===== config.mk =====
export PLATFORM = sky130hd
export DESIGN_NAME = ifetch_unit
export DESIGN_NICKNAME = d
export VERILOG_FILES = /design/src/rtl/ifetch_unit.sv
export SDC_FILE = /design/constraint.sdc
export NUM_CORES = 1
export LEC_CHECK = 0
export CORE_MARGIN = 2
export CORE_UTILIZATION = 40
export CTS_BUF_LIST = sky130_fd_sc_hd__clkbuf_8
export DETAILED_ROUTE_END_ITERATION = 10
export PLACE_DENSITY_LB_ADDON = 0.12
export SLEW_MARGIN = 20
export SYNTH_ARGS = -nofsm -noshare
export SYNTH_HDL_FRONTEND = slang
export SYNTH_SLANG_ARGS = --single-unit

===== constraint.sdc =====
create_clock -name clk -period 4.9 [get_ports clk]
set_clock_uncertainty 0.05 [all_clocks]
set_input_delay 0.735 -clock clk [delete_from_list [all_inputs] [get_ports clk]]
set_output_delay 0.735 -clock clk [all_outputs]
set_load 0.005 [all_outputs]

===== src/rtl/ifetch_unit.sv =====
// Instruction fetch: holds PC, fetches over req/ack, waits for next-PC select.
// Ports: clk/rst_n, imem req/addr/ack/rdata, npc_op/valid/rs_data, instr/pc/status out.
module ifetch_unit #(
  parameter logic [31:0] RESET_PC = 32'h0000_3000
) (
  input  logic        clk,
  input  logic        rst_n,
  output logic        imem_req,
  output logic [31:0] imem_addr,
  input  logic        imem_ack,
  input  logic [31:0] imem_rdata,
  input  logic [1:0]  npc_op,
  input  logic        npc_valid,
  input  logic [31:0] rs_data,
  output logic [31:0] instr,
  output logic [5:0]  op,
  output logic [5:0]  funct,
  output logic [31:0] pc,
  output logic [31:0] pc_plus4,
  output logic        instr_valid,
  output logic        fault,
  output logic [31:0] retired
);

  typedef enum logic [1:0] {
    S_START,
    S_FETCH,
    S_HOLD,
    S_FAULT
  } state_t;

  state_t      state_q, state_d;
  logic [31:0] pc_q, pc_d;
  logic [31:0] instr_q, instr_d;
  logic        valid_q, valid_d;
  logic        req_q, req_d;
  logic        fault_q, fault_d;
  logic [31:0] ret_q, ret_d;

  logic [31:0] seq_pc;
  logic [31:0] br_off;
  logic [31:0] next_pc;
  logic        jr_bad;

  assign seq_pc = pc_q + 32'd4;
  assign br_off = {{14{instr_q[15]}}, instr_q[15:0], 2'b00};
  assign jr_bad = (npc_op == 2'b11) && (rs_data[1:0] != 2'b00);

  always_comb begin
    next_pc = seq_pc;
    case (npc_op)
      2'b00:   next_pc = seq_pc;
      2'b01:   next_pc = seq_pc + br_off;
      2'b10:   next_pc = {seq_pc[31:28], instr_q[25:0], 2'b00};
      2'b11:   next_pc = rs_data;
      default: next_pc = seq_pc;
    endcase
  end

  always_comb begin
    state_d = state_q;
    pc_d    = pc_q;
    instr_d = instr_q;
    valid_d = valid_q;
    req_d   = req_q;
    fault_d = fault_q;
    ret_d   = ret_q;
    case (state_q)
      S_START: begin
        state_d = S_FETCH;
        req_d   = 1'b1;
      end
      S_FETCH: begin
        if (imem_ack) begin
          instr_d = imem_rdata;
          valid_d = 1'b1;
          req_d   = 1'b0;
          state_d = S_HOLD;
        end
      end
      S_HOLD: begin
        if (npc_valid) begin
          valid_d = 1'b0;
          if (jr_bad) begin
            // Misaligned register target: park until reset.
            fault_d = 1'b1;
            req_d   = 1'b0;
            state_d = S_FAULT;
          end else begin
            pc_d    = next_pc;
            req_d   = 1'b1;
            ret_d   = ret_q + 32'd1;
            state_d = S_FETCH;
          end
        end
      end
      S_FAULT: begin
        state_d = S_FAULT;
      end
      default: state_d = S_START;
    endcase
  end

  always_ff @(posedge clk) begin
    if (!rst_n) begin
      state_q <= S_START;
      pc_q    <= RESET_PC;
      instr_q <= 32'd0;
      valid_q <= 1'b0;
      req_q   <= 1'b0;
      fault_q <= 1'b0;
      ret_q   <= 32'd0;
    end else begin
      state_q <= state_d;
      pc_q    <= pc_d;
      instr_q <= instr_d;
      valid_q <= valid_d;
      req_q   <= req_d;
      fault_q <= fault_d;
      ret_q   <= ret_d;
    end
  end

  assign imem_req    = req_q;
  assign imem_addr   = pc_q;
  assign instr       = instr_q;
  assign op          = instr_q[31:26];
  assign funct       = instr_q[5:0];
  assign pc          = pc_q;
  assign pc_plus4    = seq_pc;
  assign instr_valid = valid_q;
  assign fault       = fault_q;
  assign retired     = ret_q;

endmodule


==> results.sh, run 1 <==
export IMPL_status="complete, no violations"
export IMPL_maxUsedRoutingLayer="met5"
export IMPL_critPathMaxFanout=7
export IMPL_fillers=1700
export IMPL_cp_required_ps=5140
export IMPL_seqCellArea_sq_um=2022
export IMPL_fin_hold_ws_ps=428.4
export IMPL_gp_congestion=0.9723
export IMPL_track_usage=0.2583
export IMPL_yosys_warnings=0
export IMPL_io_buffers=244
export IMPL_cts_made_buffers=9
export IMPL_grt_pass1_vias=6897
export IMPL_ys_ff_latch=101
export IMPL_routedWlPerCell_microns=18.72
export IMPL_cts_hold_buffers=0
export IMPL_period_needed_ps=4273
export IMPL_multi_input_area_sq_um=4572
export IMPL_root_buffer="clkbuf_8"
export IMPL_cts_htree_levels=3
export IMPL_startpoint="imem_addr[2]$_SDFFE_PN0P_"
export IMPL_synthTopCellsByCount="nand2_1, dfxtp_1, nor2_1, a21oi_1, buf_4"
export IMPL_antenna_cells=0
export IMPL_wl_met2_mm=11.26
export IMPL_power_density_nw_per_um2=182.3
export IMPL_relSlewSlack=0.3489
export IMPL_rows=48
export IMPL_start_util=0.4119
export IMPL_cts_tree="done"
export IMPL_post_cts_buffers=0
export IMPL_synth_nets=1004
export IMPL_hold_class="register to register"
export IMPL_worstReg2RegEnd="imem_addr[31]$_SDFFE_PN0P_"
export IMPL_path_clk_slew_ps=110
export IMPL_synth_top_cell_area_share=0.2828
export IMPL_drtIter0Drc=425
export IMPL_slew_viol_final=0
export IMPL_critPathLaunchType="register"
export IMPL_wl_met1_mm=10.95
export IMPL_chipHeight_microns=137.7
export IMPL_drt_first_pass_iters=5
export IMPL_postSynthAreaPerCell_sq_um=7.953
export IMPL_hold_viol=0
export IMPL_synthFlopType="dfxtp_1"
export IMPL_gr_total_overflow=0
export IMPL_crit_end="imem_addr[31]$_SDFFE_PN0P_"
export IMPL_syn_area_sq_um=7149
export IMPL_yosysMostFrequentCell="nand2_1"
export IMPL_period_share=0.8720
export IMPL_p_total_w=0.001755
export IMPL_synth_edf_count=0
export IMPL_rr_worst_depth=14
export IMPL_r2r_start="imem_addr[2]$_SDFFE_PN0P_"
export IMPL_yosys_top_cells_area="dfxtp_1, nand2_1, ha_1"
export IMPL_fp_coreArea_sq_um=17360
export IMPL_worst_slew_pin_slew_ps=974.4
export IMPL_area_growth_synth_to_final_pct=34.65
export IMPL_netlist_top_cell_by_area="dfxtp_1"
export IMPL_setup_tns_ps=0
export IMPL_die_w_microns=137.7
export IMPL_antenna_found_initial=1
export IMPL_postLayoutCoreUtil=0.5546
export IMPL_synthArstFlopShare=0
export IMPL_wirelength_mm=24.50
export IMPL_finalSetupViolCount=0
export IMPL_vias=7252
export IMPL_endpoint_kind="register"
export IMPL_path_class="register to register"
export IMPL_cts_resized=0
export IMPL_drive_gt1_frac=0.05904
export IMPL_nets=1185
export IMPL_grt_setup_unrepaired="false"
export IMPL_syn_inst=899
export IMPL_yosysSeqAreaShare=0.2828
export IMPL_wl_met3_mm=1.844
export IMPL_clk_path_buf_depth=2
export IMPL_grt_pass1_wl_mm=37.94
export IMPL_hpwl_mm=18.20
export IMPL_grt_max_degree=82
export IMPL_clkLatencyLatePin_ps=400
export IMPL_cp_arrival_ps=4510
export IMPL_ir_drop_v=0.0001259
export IMPL_hold_path_cell_count=2
export IMPL_viasPerCell=5.540
export IMPL_drc=0
export IMPL_ant_nets=0
export IMPL_cap_violations=0
export IMPL_die_area_sq_um=18960
export IMPL_p_leak_nw=3.563
export IMPL_numClockSinks=101
export IMPL_max_freq_mhz=234.0
export IMPL_ioPinCount=245
export IMPL_ys_types=76
export IMPL_r2r_setup_slack_ps=630
where the power goes:
part | switching [W] | total (W) | internal, W
clock | 0.000339 | 0.000532 | 0.000193
sequential | 0.0000326 | 0.000875 | 0.000842
combinational | 0.000165 | 0.000349 | 0.000184
state kept, by name, summed over array words and instances (netlist names):
| name | flops |
|---|---|
| imem_req | 1 |
| imem_addr | 32 |
| retired | 32 |
| instr | 32 |
| fault | 1 |
| state_q | 2 |
| instr_valid | 1 |
worst max-delay path, stage by stage, from the launching register on:
cell	delay (ps)
dfxtp_1	450
ha_1	280
and4_1	320
and3_1	390
nand2_1	190
nor2_1	310
nand2_1	160
xnor2_1	270
ha_1	380
a2111oi_2	380
o21a_1	180
a21o_1	180
o31ai_1	110
a2111o_1	400
o211a_1	130
metal layers:
layer / track usage / up-vias
met5: 0 / -
li1: - / 3533
met3: 0.05372 / 32
met4: 0.08560 / 2
met1: 0.3470 / 3394
met2: 0.4135 / 291
final cells by class:
| cell class | instances | share of cell area |
|---|---|---|
| multi-input cells | 696 | 0.4749 |
| inverters | 19 | 0.007408 |
| clock buffers | 9 | 0.01287 |
| repair buffers | 253 | 0.2597 |
| well taps | 225 | 0.02924 |
| clock inverters | 6 | 0.005849 |
| flip-flops and latches | 101 | 0.2100 |
how the worst min path moves through the flow:
stage / endpoint / from
2_1_floorplan: instr[16]$_SDFFE_PN0P_ / instr[16]$_SDFFE_PN0P_
3_3_place_gp: instr[26]$_SDFFE_PN0P_ / instr[26]$_SDFFE_PN0P_
3_5_place_dp: instr[28]$_SDFFE_PN0P_ / instr[28]$_SDFFE_PN0P_
4_1_cts: instr[31]$_SDFFE_PN0P_ / instr[31]$_SDFFE_PN0P_
5_1_grt: instr[31]$_SDFFE_PN0P_ / instr[31]$_SDFFE_PN0P_
6_report: instr[31]$_SDFFE_PN0P_ / instr[31]$_SDFFE_PN0P_
placed cells by master, fill, tap and decap left out, types with 3 or more instances in the layout:
cell type / Yosys / final
clkdlybuf4s50_1: 0 / 242
nand2_1: 138 / 138
dfxtp_1: 101 / 101
nor2_1: 88 / 86
a21oi_1: 80 / 80
xnor2_1: 38 / 38
xor2_1: 34 / 34
ha_1: 34 / 34
o21ai_0: 31 / 31
nand3_1: 29 / 29
nand4_1: 20 / 20
inv_1: 18 / 17
and3_1: 14 / 14
mux4_2: 13 / 13
a21o_1: 11 / 11
a31oi_1: 11 / 11
and2_1: 10 / 10
and4_1: 9 / 9
or3_1: 9 / 9
clkbuf_8: 0 / 9
buf_4: 46 / 9
o211ai_1: 8 / 8
a211oi_1: 8 / 8
mux2i_1: 8 / 8
nand2b_1: 7 / 7
o21a_1: 6 / 6
nor3_1: 6 / 6
o221ai_1: 6 / 6
o21bai_1: 5 / 5
o211a_1: 4 / 4
or2_2: 4 / 4
o22ai_1: 4 / 4
a22oi_1: 4 / 4
nor2b_1: 4 / 4
a311oi_1: 3 / 3
o2111ai_1: 3 / 3
metrics by stage:
stage | cell area, sq um | cells | setup slack (ps)
3_5_place_dp | 9447 | 1294 | 728.7
6_report | 9627 | 1309 | 627.2
2_1_floorplan | 7149 | 899 | 1158
4_1_cts | 9627 | 1309 | 702.1
3_3_place_gp | 9447 | 1294 | 871.3
5_1_grt | 9627 | 1309 | 396.7
cell families after synthesis:
family / share of synthesized area
xor+xnor: 0.09136
flops: 0.2828
compound gates: 0.2041
simple gates: 0.2266
fa+ha+maj: 0.06230
buf+inv: 0.07910
mux: 0.05373
No activity file was read; power rests on OpenSTA's default activity.
==> run 2: changes to the inputs <==
CORE_ASPECT_RATIO = 0.7   (was default)
==> run 2 against run 1 <==
Against the previous run:
- combinational power up 3%
- final cell count up 1.1%
- sequential share of layout area down 0.15 points
- core utilization up 0.52 points
- first-iteration DRC count up 76%
- largest cell class unchanged
- critical endpoint is now imem_addr[21]$_SDFFE_PN0P_
==> results.sh, run 2 (synthesis gave the netlist of run 1 again) <==
export IMPL_cts_resized=0
export IMPL_slew_viol_final=0
export IMPL_cts_hold_buffers=0
export IMPL_gp_congestion=0.9669
export IMPL_cts_tree="done"
export IMPL_area_growth_synth_to_final_pct=35.60
export IMPL_nets=1192
export IMPL_antenna_cells=0
export IMPL_p_total_w=0.001792
export IMPL_track_usage=0.2728
export IMPL_ir_drop_v=0.0001473
export IMPL_r2r_start="imem_addr[2]$_SDFFE_PN0P_"
export IMPL_cts_made_buffers=9
export IMPL_ioPinCount=245
export IMPL_clkLatencyLatePin_ps=400
export IMPL_p_leak_nw=3.600
export IMPL_numClockSinks=101
export IMPL_hold_class="register to register"
export IMPL_startpoint="imem_addr[2]$_SDFFE_PN0P_"
export IMPL_vias=7439
export IMPL_critPathLaunchType="register"
export IMPL_cap_violations=0
export IMPL_grt_setup_unrepaired="false"
export IMPL_drtIter0Drc=748
export IMPL_r2r_setup_slack_ps=690
export IMPL_path_class="register to register"
export IMPL_period_needed_ps=4210
export IMPL_start_util=0.4129
export IMPL_post_cts_buffers=0
export IMPL_mostFrequentLayoutCells="clkdlybuf4s50_1, nand2_1, dfxtp_1"
export IMPL_antenna_found_initial=0
export IMPL_io_buffers=244
export IMPL_rows=40
export IMPL_drive_gt1_frac=0.06593
export IMPL_die_w_microns=163.8
export IMPL_critPathMaxStageDelay_ps=460
export IMPL_cts_htree_levels=3
export IMPL_critPathMaxFanout=8
export IMPL_hpwl_mm=20.24
export IMPL_endpoint_kind="register"
export IMPL_die_area_sq_um=18980
export IMPL_viasPerCell=5.623
export IMPL_path_cells="ha_1 > and4_1 > and3_1 > nand2_1 > xnor2_1 > ha_1 > and3_4 > and3_4 > a32o_1 > a41oi_2 > a21oi_2 > xor2_1 > mux4_2 > a22o_1"
export IMPL_clk_path_buf_depth=2
export IMPL_fillers=1690
export IMPL_ant_nets=0
export IMPL_crit_end="imem_addr[21]$_SDFFE_PN0P_"
export IMPL_hold_viol=0
export IMPL_worstReg2RegEnd="imem_addr[21]$_SDFFE_PN0P_"
export IMPL_rr_worst_depth=14
export IMPL_cp_arrival_ps=4460
export IMPL_fp_coreArea_sq_um=17320
export IMPL_grt_pass1_vias=6812
export IMPL_status="complete, no violations"
export IMPL_root_buffer="clkbuf_8"
export IMPL_chipHeight_microns=115.9
export IMPL_wirelength_mm=26.44
export IMPL_period_share=0.8591
export IMPL_grt_max_degree=40
export IMPL_cp_required_ps=5150
export IMPL_setup_tns_ps=0
export IMPL_relSlewSlack=0.4116
export IMPL_routedWlPerCell_microns=19.99
export IMPL_worst_slew_pin_slew_ps=882.6
export IMPL_drt_first_pass_iters=5
export IMPL_gr_total_overflow=0
export IMPL_path_clk_slew_ps=120
export IMPL_finalSetupViolCount=0
export IMPL_power_density_nw_per_um2=184.8
export IMPL_hold_path_cell_count=2
export IMPL_drc=0
export IMPL_slowest_stage="dfxtp_1"
export IMPL_final_common_cell="clkdlybuf4s50_1"
export IMPL_max_freq_mhz=237.5
export IMPL_grt_pass1_wl_mm=39.68
run 2: through the flow:
step / hold WS, ps / instances / setup slack, ps / util / cell area (sq um)
after floorplan: 412.5 / 899 / 1158 / - / 7149
after global placement: 405.0 / 1307 / 871.6 / 0.5487 / 9502
after detailed placement: 415.0 / 1307 / 754.8 / 0.5487 / 9502
after CTS: 429.2 / 1323 / 734.5 / 0.5598 / 9694
after global routing: 462.8 / 1323 / 436.7 / 0.5598 / 9694
final: 425.3 / 1323 / 690.3 / 0.5598 / 9694
run 2: critical path, delay by kind of cell, from the launching register on:
family	cells	cell delay [ps]
AND/OR/NAND/NOR	5	1240
adder cells (fa/ha/maj)	2	640
flip-flops	1	460
AO/OA/AOI/OAI	4	860
XOR/XNOR	2	420
multiplexers	1	440
run 2: layout make-up:
type,count,area (sq um),area share
sequential,101,2022,0.2086
clock inverter,6,55.05,0.005679
multi-input combinational,696,4567,0.4711
clock buffer,10,137.6,0.01420
timing repair buffer,260,2552,0.2633
inverter,19,71.32,0.007357
tap,231,289.0,0.02981
run 2: power breakdown:
group	internal, W	switching, W	total (W)
logic	0.000186	0.000173	0.000359
registers	0.000842	0.0000334	0.000876
clock network	0.000208	0.000348	0.000557
run 2: worst min path at each step:
stage	startpoint	to	slack, ps
2_1_floorplan	instr[16]$_SDFFE_PN0P_	instr[16]$_SDFFE_PN0P_	410
5_1_grt	instr[27]$_SDFFE_PN0P_	instr[27]$_SDFFE_PN0P_	460
3_5_place_dp	instr[27]$_SDFFE_PN0P_	instr[27]$_SDFFE_PN0P_	420
3_3_place_gp	fault$_SDFFE_PN0P_	fault$_SDFFE_PN0P_	410
6_report	instr[27]$_SDFFE_PN0P_	instr[27]$_SDFFE_PN0P_	430
4_1_cts	instr[27]$_SDFFE_PN0P_	instr[27]$_SDFFE_PN0P_	430
run 2: metal layers:
layer / vias up / routed length [microns] / part of all wire / global-route usage
li1: 3546 / - / - / -
met4: 0 / 348 / 0.013 / 0.05789
met3: 26 / 2788 / 0.11 / 0.07158
met2: 367 / 10460 / 0.40 / 0.3801
met5: - / 0 / 0 / 0
met1: 3500 / 12850 / 0.49 / 0.4162
==> run 3: changes to the inputs <==
CORE_UTILIZATION = 48   (was 40)
==> run 3 against run 2 <==
Against the previous run:
- core utilization grew 9.6 points
- sequential cell count unchanged
- combinational power is 2% lower
- highest routed layer unchanged
- die area is 16% lower
- critical endpoint is now pc_plus4[30]
- final area decreased by 0.99%
- sequential share of layout area up 0.21 points
- final cell count down 3.2%
- critical path type is now register to output port
- fmax is 1.6% lower
- sequential power is essentially flat
==> results.sh, run 3 (synthesis gave the netlist of run 1 again) <==
export IMPL_status="complete, no violations"
export IMPL_period_share=0.8731
export IMPL_slew_viol_final=0
export IMPL_path_class="register to output port"
export IMPL_clkLatencyLatePin_ps=390
export IMPL_pwr_share_seq=0.492
export IMPL_hold_class="register to register"
export IMPL_critPathLaunchType="register"
export IMPL_gp_congestion=1.009
export IMPL_viasPerCell=5.852
export IMPL_rows=37
export IMPL_numClockSinks=101
export IMPL_gr_total_overflow=0
export IMPL_hpwl_mm=18.60
export IMPL_dpl_worst_slack_ps=735.0
export IMPL_combPwrFrac=0.199
export IMPL_postLayoutCoreUtil=0.6561
export IMPL_r2r_start="imem_addr[2]$_SDFFE_PN0P_"
export IMPL_cts_made_buffers=9
export IMPL_switching_share=0.3094
export IMPL_hold_path_cell_count=2
export IMPL_cts_resized=0
export IMPL_period_needed_ps=4278
export IMPL_antenna_found_initial=1
export IMPL_cp_required_ps=4120
export IMPL_wirelength_mm=24.71
export IMPL_grt_setup_unrepaired="false"
export IMPL_cts_hold_buffers=0
export IMPL_max_freq_mhz=233.7
export IMPL_fin_hold_ws_ps=429.7
export IMPL_final_common_cell="clkdlybuf4s50_1"
export IMPL_area_growth_synth_to_final_pct=34.25
export IMPL_rr_worst_depth=14
export IMPL_endpoint_kind="output port"
export IMPL_power_frac_clock=0.309
export IMPL_worstReg2RegEnd="imem_addr[21]$_SDFFE_PN0P_"
export IMPL_ant_nets=0
export IMPL_cap_violations=0
export IMPL_intPower_w=0.001226
export IMPL_nets=1185
export IMPL_dpl_cell_area_sq_um=9404
export IMPL_clk_path_buf_depth=2
export IMPL_path_cells="ha_1 > and4_1 > and3_1 > nand2_1 > nor2_1 > and3_1 > xor2_1 > clkdlybuf4s50_1"
export IMPL_start_util=0.4887
export IMPL_seqCellArea_sq_um=2022
export IMPL_vias=7496
export IMPL_ir_drop_v=0.0001273
export IMPL_grt_pass1_vias=6866
export IMPL_track_usage=0.3064
export IMPL_drt_first_pass_iters=5
export IMPL_hp_start="instr[27]$_SDFFE_PN0P_"
export IMPL_critPathTopFamily="simple AND/OR/NAND/NOR gates"
export IMPL_die_w_microns=149.9
export IMPL_cts_tree="done"
export IMPL_cp_arrival_ps=3490
export IMPL_post_cts_buffers=0
export IMPL_slowest_stage="clkdlybuf4s50_1"
export IMPL_routedWlPerCell_microns=19.29
export IMPL_chipHeight_microns=106.1
export IMPL_power_density_nw_per_um2=184.9
export IMPL_p_leak_nw=3.572
export IMPL_hold_viol=0
export IMPL_root_buffer="clkbuf_8"
export IMPL_critPathMaxFanout=7
export IMPL_fp_coreArea_sq_um=14630
export IMPL_worst_slew_pin_slew_ps=1107
export IMPL_fillers=1305
export IMPL_grt_pass1_wl_mm=38.16
export IMPL_path_clk_slew_ps=110
export IMPL_p_switching_w=0.0005490
export IMPL_drtIter0Drc=738
export IMPL_mostFrequentLayoutCells="clkdlybuf4s50_1, nand2_1, dfxtp_1"
export IMPL_multi_input_area_sq_um=4567
export IMPL_drc=0
export IMPL_cts_htree_levels=3
export IMPL_relSlewSlack=0.2611
export IMPL_setup_tns_ps=0
export IMPL_holdPathEnd="instr[27]$_SDFFE_PN0P_"
export IMPL_finalSetupViolCount=0
export IMPL_worst_path_most_repeated_cell="and3_1"
export IMPL_fin_area_sq_um=9598
export IMPL_crit_buf_inv=1
export IMPL_drive_gt1_frac=0.05991
export IMPL_grt_max_degree=82
export IMPL_fin_ws_ps=621.9
export IMPL_io_buffers=244
export IMPL_ioPinCount=245
export IMPL_critPathMaxStageDelay_ps=560
export IMPL_r2r_setup_slack_ps=640
export IMPL_die_area_sq_um=15900
## run 3: power groups by stage
stage	Clock, W	Sequential [W]	Combinational, W
global route	0.000586	0.000877	0.000381
detailed placement	0	0.000892	0.000348
CTS	0.000559	0.000873	0.000351
global placement	0	0.000891	0.000348
floorplan	0	0.000885	0.000181
finish	0.000548	0.000874	0.000353
## run 3: through the flow
stage	total power, W	std cells
2_1_floorplan	0.001067	899
3_3_place_gp	0.001240	1264
3_5_place_dp	0.001240	1264
4_1_cts	0.001783	1280
5_1_grt	0.001844	1280
6_report	0.001775	1281
## run 3: worst min-delay path, delay by kind of cell, from the launching register on
kind            cells  cell delay, ps
simple gates        1              50
compound gates      1              50
flops               1             340
## run 3: final cells by class
class | instances | share of cell area
flip-flops and latches | 101 | 0.2107
multi-input cells | 696 | 0.4758
clock inverters | 7 | 0.007039
clock buffers | 9 | 0.01291
repair buffers | 253 | 0.2605
diodes | 1 | 0.0002607
well taps | 195 | 0.02542
inverters | 19 | 0.007431
## run 3: worst max path at each step
stage,startpoint,endpoint,depth (start not counted)
2_1_floorplan,imem_addr[2]$_SDFFE_PN0P_,imem_addr[21]$_SDFFE_PN0P_,16
3_3_place_gp,imem_addr[2]$_SDFFE_PN0P_,imem_addr[21]$_SDFFE_PN0P_,14
3_5_place_dp,imem_addr[2]$_SDFFE_PN0P_,imem_addr[31]$_SDFFE_PN0P_,14
4_1_cts,imem_addr[3]$_SDFFE_PN0P_,pc_plus4[30],8
5_1_grt,imem_addr[2]$_SDFFE_PN0P_,imem_addr[31]$_SDFFE_PN0P_,14
6_report,imem_addr[2]$_SDFFE_PN0P_,pc_plus4[30],8
## run 3: layer usage
metal / track usage / part of all wire / wire length [microns]
met4: 0.06604 / 0.016 / 385
met3: 0.07167 / 0.10 / 2488
met5: 0 / 0 / 0
met2: 0.4550 / 0.43 / 10520
met1: 0.4503 / 0.46 / 11320
==> edit 1 (flow settings as in run 3) <==
The 4 states of `state_t` get a one-hot encoding in 4 bits.
--- a/src/rtl/ifetch_unit.sv
+++ b/src/rtl/ifetch_unit.sv
@@ -24,7 +24,7 @@
 
-  typedef enum logic [1:0] {
-    S_START,
-    S_FETCH,
-    S_HOLD,
-    S_FAULT
+  typedef enum logic [3:0] {
+    S_START = 4'b0001,
+    S_FETCH = 4'b0010,
+    S_HOLD  = 4'b0100,
+    S_FAULT = 4'b1000
   } state_t;
Formal check against the unedited RTL: no difference found for any inputs over 4 cycles, from zero or initial values and one cycle with rst_n low; so few cycles prove little.
==> edit 1 against run 3 <==
Sequential cell count up 2; final cell count up 2.3%; final area up 1.2%; wire length down 1.8%; die area up 1.1%; worst hold slack better by 0.0037 ns; worst setup slack worse by 0.23 ns; via count down 0.51%; synthesized area up 1.1%; highest routed layer unchanged; total power up 6.5%; critical endpoint is now imem_addr[31]; non-clock buffer count up 5; largest cell class unchanged; first-iteration DRC count down 25%; global-route usage down 1.0 points.
==> edit 1: results (changes against run 3) <==
status finished clean; Ant. Diodes 0 (-1); CTS max path bufs 2 (unchanged); Slowest Stage Delay on Critical Path 0.45 ns (-0.11 ns); syn_nets 1,038 (+3.4%); dpl ws 0.5260 ns (-0.2090 ns); initial DRC count 556 (-25%); DP Cell Count 1,294 (+2.4%); yosys warns 0 (unchanged); drt total wl 24,270 um (-1.8%); Seq/Total Area, Yosys 28.53% (+0.25 points); Post-synth ARST share 0% (unchanged); nets 1,219 (+2.9%); crit-path max FO 11 (+4); Worst-Margin Slew 1.030 ns (-0.07757 ns); XOR/XNOR Fraction of Synth Area 8.586% (-0.55 points); drt via density 5.693 (-2.7%); DR vias 7,458 (-0.51%); hpwl dp 18,090 um (-2.8%); CTS root buffer clkbuf_8; initial antenna violation count 0 (-1); mux cell area share after synthesis 4.501% (-0.87 points); VDD IR max 0.0001556 V (+22%); adder-cell share of the synthesized area 6.855% (+0.62 points); largest net degree at the start of global routing 45 (-45%); placed cell area 0.009502 mm^2 (+1.0%); slowest stage cell, crit path dfxtp_1; min setup slack post-route 0.3882 ns (-0.2338 ns); first-pass GRT wire length 37,400 um (-2.0%); vias in the first global route 6,703 (-2.4%); delay-heaviest family, CP simple AND/OR/NAND/NOR gates; hold_ws 0.4334 ns (+0.003701 ns); worst endpoint data arrival time 4.75 ns (+1.26 ns); fillers 1,308 (+0.23%); GRT Util Overall 29.64% (-1.0 points); top cells by area, synth dfxtp_1, nand2_1, ha_1; Post-synth top cells nand2_1, dfxtp_1, a21oi_1, nor2_1, buf_4; Synth cell types 72 (-5.3%); first-pass detailed-route iteration total 6 (+1); gpl congestion 0.9364 (-7.2%); cell count after synthesis 929 (+3.3%); layout cells sized above 1 6.278% (+0.29 points); met2 wire length 10,180 um (-3.3%); worst skew pair latency 0.39 ns (about the same); WL met1 11,580 um (+2.3%); Lkg Pwr 3.778 nW (+5.8%); WL met3 2243 um (-9.8%); postcts setup bufs 0 (unchanged); Synth Area in Compound Gates 18.78% (-1.6 points)
-- edit 1: changes by cell type after synthesis, moves of 7 or more --
cell / run 3 / this run
nand3_1: 29 / 37
nor2_1: 88 / 76
and3_1: 14 / 21
xnor2_1: 38 / 29
nor3_1: 6 / 19
a21oi_1: 80 / 93
o21ai_0: 31 / 43
nand4_1: 20 / 13
clkbuf_1: 29 / 37
-- edit 1: power by group --
group | switching, mW | leakage, nW | internal [mW]
registers | 0.0468 | 0.831 | 0.871
clock network | 0.364 | 0.105 | 0.206
logic | 0.199 | 2.84 | 0.203
-- edit 1: cells by family after synthesis --
family | after synthesis
flops | 103
simple gates | 370
xor+xnor | 70
compound gates | 222
buf+inv | 104
mux | 21
fa+ha+maj | 39
-- edit 1: tightest hold or removal path, stage by stage, from the launching register on --
cell and delay (ns):
dfxtp_1 0.34, nand2_1 0.06, a21oi_1 0.05
-- edit 1: area by class of cell --
cell class,instances,area [um^2],area share (%)
Clock inverter,7,91.34,0.9400
Timing Repair Buffer,258,2547,26.22
Multi-Input combinational cell,722,4588,47.22
Sequential cell,103,2062,21.22
Clock buffer,9,123.9,1.275
Inverter,16,60.06,0.6181
Tap cell,195,244.0,2.511
-- edit 1: routing by layer --
layer  global-route usage, %  up-vias
li1                        -     3591
met1                   43.73     3521
met2                   44.06      327
met3                   6.638       19
met4                   6.342        0
met5                       0        -
-- edit 1: final timing paths --
path | startpoint | endpoint | cells after the start
max | imem_addr[3] | imem_addr[31] | 17
min | instr[26] | instr[26] | 2
min reg2reg | instr[26] | instr[26] | 2
max reg2reg | imem_addr[3] | imem_addr[31] | 17
==> edit 2 (settings of run 3) <==
Without the edit above. Set the parameter `RESET_PC` to 32'h00002400 (it was 32'h0000_3000).
--- a/src/rtl/ifetch_unit.sv
+++ b/src/rtl/ifetch_unit.sv
@@ -3,3 +3,3 @@
 module ifetch_unit #(
-  parameter logic [31:0] RESET_PC = 32'h0000_3000
+  parameter logic [31:0] RESET_PC = 32'h00002400
 ) (
Check against the original RTL: not equivalent (a bounded check fails within 4 cycles, from zero or initial values and one cycle with rst_n low).
==> edit 2 against run 3 <==
First-iteration DRC count is 22% lower; sequential cell count stayed put; wire length is 5.5% higher; final cell count is 1.6% higher; synthesized area is 2.5% higher; largest power group unchanged; worst hold slack better by 0.014 ns; total power is 0.11% lower; sequential power hardly changed; non-clock buffer count is 4 higher; final area is 1.7% higher; worst setup slack better by 0.020 ns; via count is 0.36% higher.
==> edit 2: results (changes against run 3) <==
met2 wire length 10,420 um (-0.93%); hold_ws 0.4437 ns (+0.01404 ns); vias in the first global route 6,914 (+0.70%); Seq/Total Area, Yosys 27.59% (-0.69 points); first-pass GRT wire length 39,250 um (+2.9%); layout cells sized above 1 5.787% (-0.20 points); drt total wl 26,070 um (+5.5%); drt via density 5.782 (-1.2%); crit-path max FO 8 (+1); initial antenna violation count 0 (-1); Ant. Diodes 0 (-1); nets 1,206 (+1.8%); GRT Util Overall 31.51% (+0.87 points); Buffers on Ports 244 (unchanged); hpwl dp 20,150 um (+8.3%); Slowest Stage Delay on Critical Path 0.45 ns (-0.11 ns); status finished clean; Syn Area/Cell 7.948 um^2 (about the same); worst skew pair latency 0.39 ns (about the same); slowest stage cell, crit path dfxtp_1; CTS max path bufs 2 (unchanged); Finished Layout Cells 1,301 (+1.6%); min setup slack post-route 0.6423 ns (+0.02038 ns); fillers 1,308 (+0.23%); WL met3 2952 um (+19%); worst endpoint data arrival time 4.44 ns (+0.95 ns); top cells by area, synth dfxtp_1, nand2_1, xnor2_1; WL met1 12,250 um (+8.2%); Lkg Pwr 3.773 nW (+5.6%); Worst slew margin 29.95% (+3.8 points); yosys warns 0 (unchanged); VDD IR max 0.0001788 V (+40%); placed cell area 0.009574 mm^2 (+1.8%); Synth cell types 86 (+13%); gpl congestion 0.9794 (-2.9%); dpl ws 0.7761 ns (+0.04113 ns); Worst Reg-to-Reg Cells 16 (+2); largest net degree at the start of global routing 69 (-16%); Post-synth top cells nand2_1, dfxtp_1, a21oi_1, nor2_1, xnor2_1; syn_nets 1,027 (+2.3%)
-- edit 2: power breakdown --
group          internal [mW]  switching, mW  total [mW]
Sequential             0.842         0.0328       0.875
Clock                  0.198          0.349       0.546
Combinational          0.182          0.169       0.351
Total                   1.22          0.551        1.77
-- edit 2: kinds of logic (layout without fill, tap and decap cells) --
| logic type | after synthesis | after routing | synth area share (%) |
|---|---|---|---|
| muxes | 19 | 19 | 3.842 |
| and+or+nand+nor | 351 | 351 | 23.97 |
| xor gates and xnor gates | 76 | 76 | 9.186 |
| adders and majority gates | 35 | 35 | 6.078 |
| DFF | 101 | 101 | 27.59 |
| AOI/OAI and AO/OA | 236 | 236 | 21.26 |
| buffers and inverters | 104 | 288 | 8.076 |
-- edit 2: cell type report --
type / count / area, um^2 / share of cell area [%]
timing repair buffer: 257 / 2535 / 25.96
inverter: 15 / 56.30 / 0.5766
sequential: 101 / 2022 / 20.71
multi-input combinational: 717 / 4717 / 48.31
tap: 195 / 244.0 / 2.499
clock buffer: 9 / 123.9 / 1.269
clock inverter: 7 / 66.31 / 0.6791
-- edit 2: critical path, delay by kind of cell (launching register included) --
family                     cells  cell delay (ns)
AOI/OAI and AO/OA              6             1.10
xor gates and xnor gates       1             0.25
adders and majority gates      2             0.65
DFF                            1             0.45
and+or+nand+nor                7             1.61
-- edit 2: path summary, 6_finish.rpt --
path | to
setup / recovery | imem_addr[31]
hold reg to reg | instr[29]
hold / removal | instr[29]
setup reg to reg | imem_addr[31]
-- edit 2: per-layer routing --
metal	vias to the layer above	GRT usage [%]
met5	-	0
met4	0	6.151
met3	33	9.322
met2	395	44.05
met1	3521	47.49
li1	3574	-
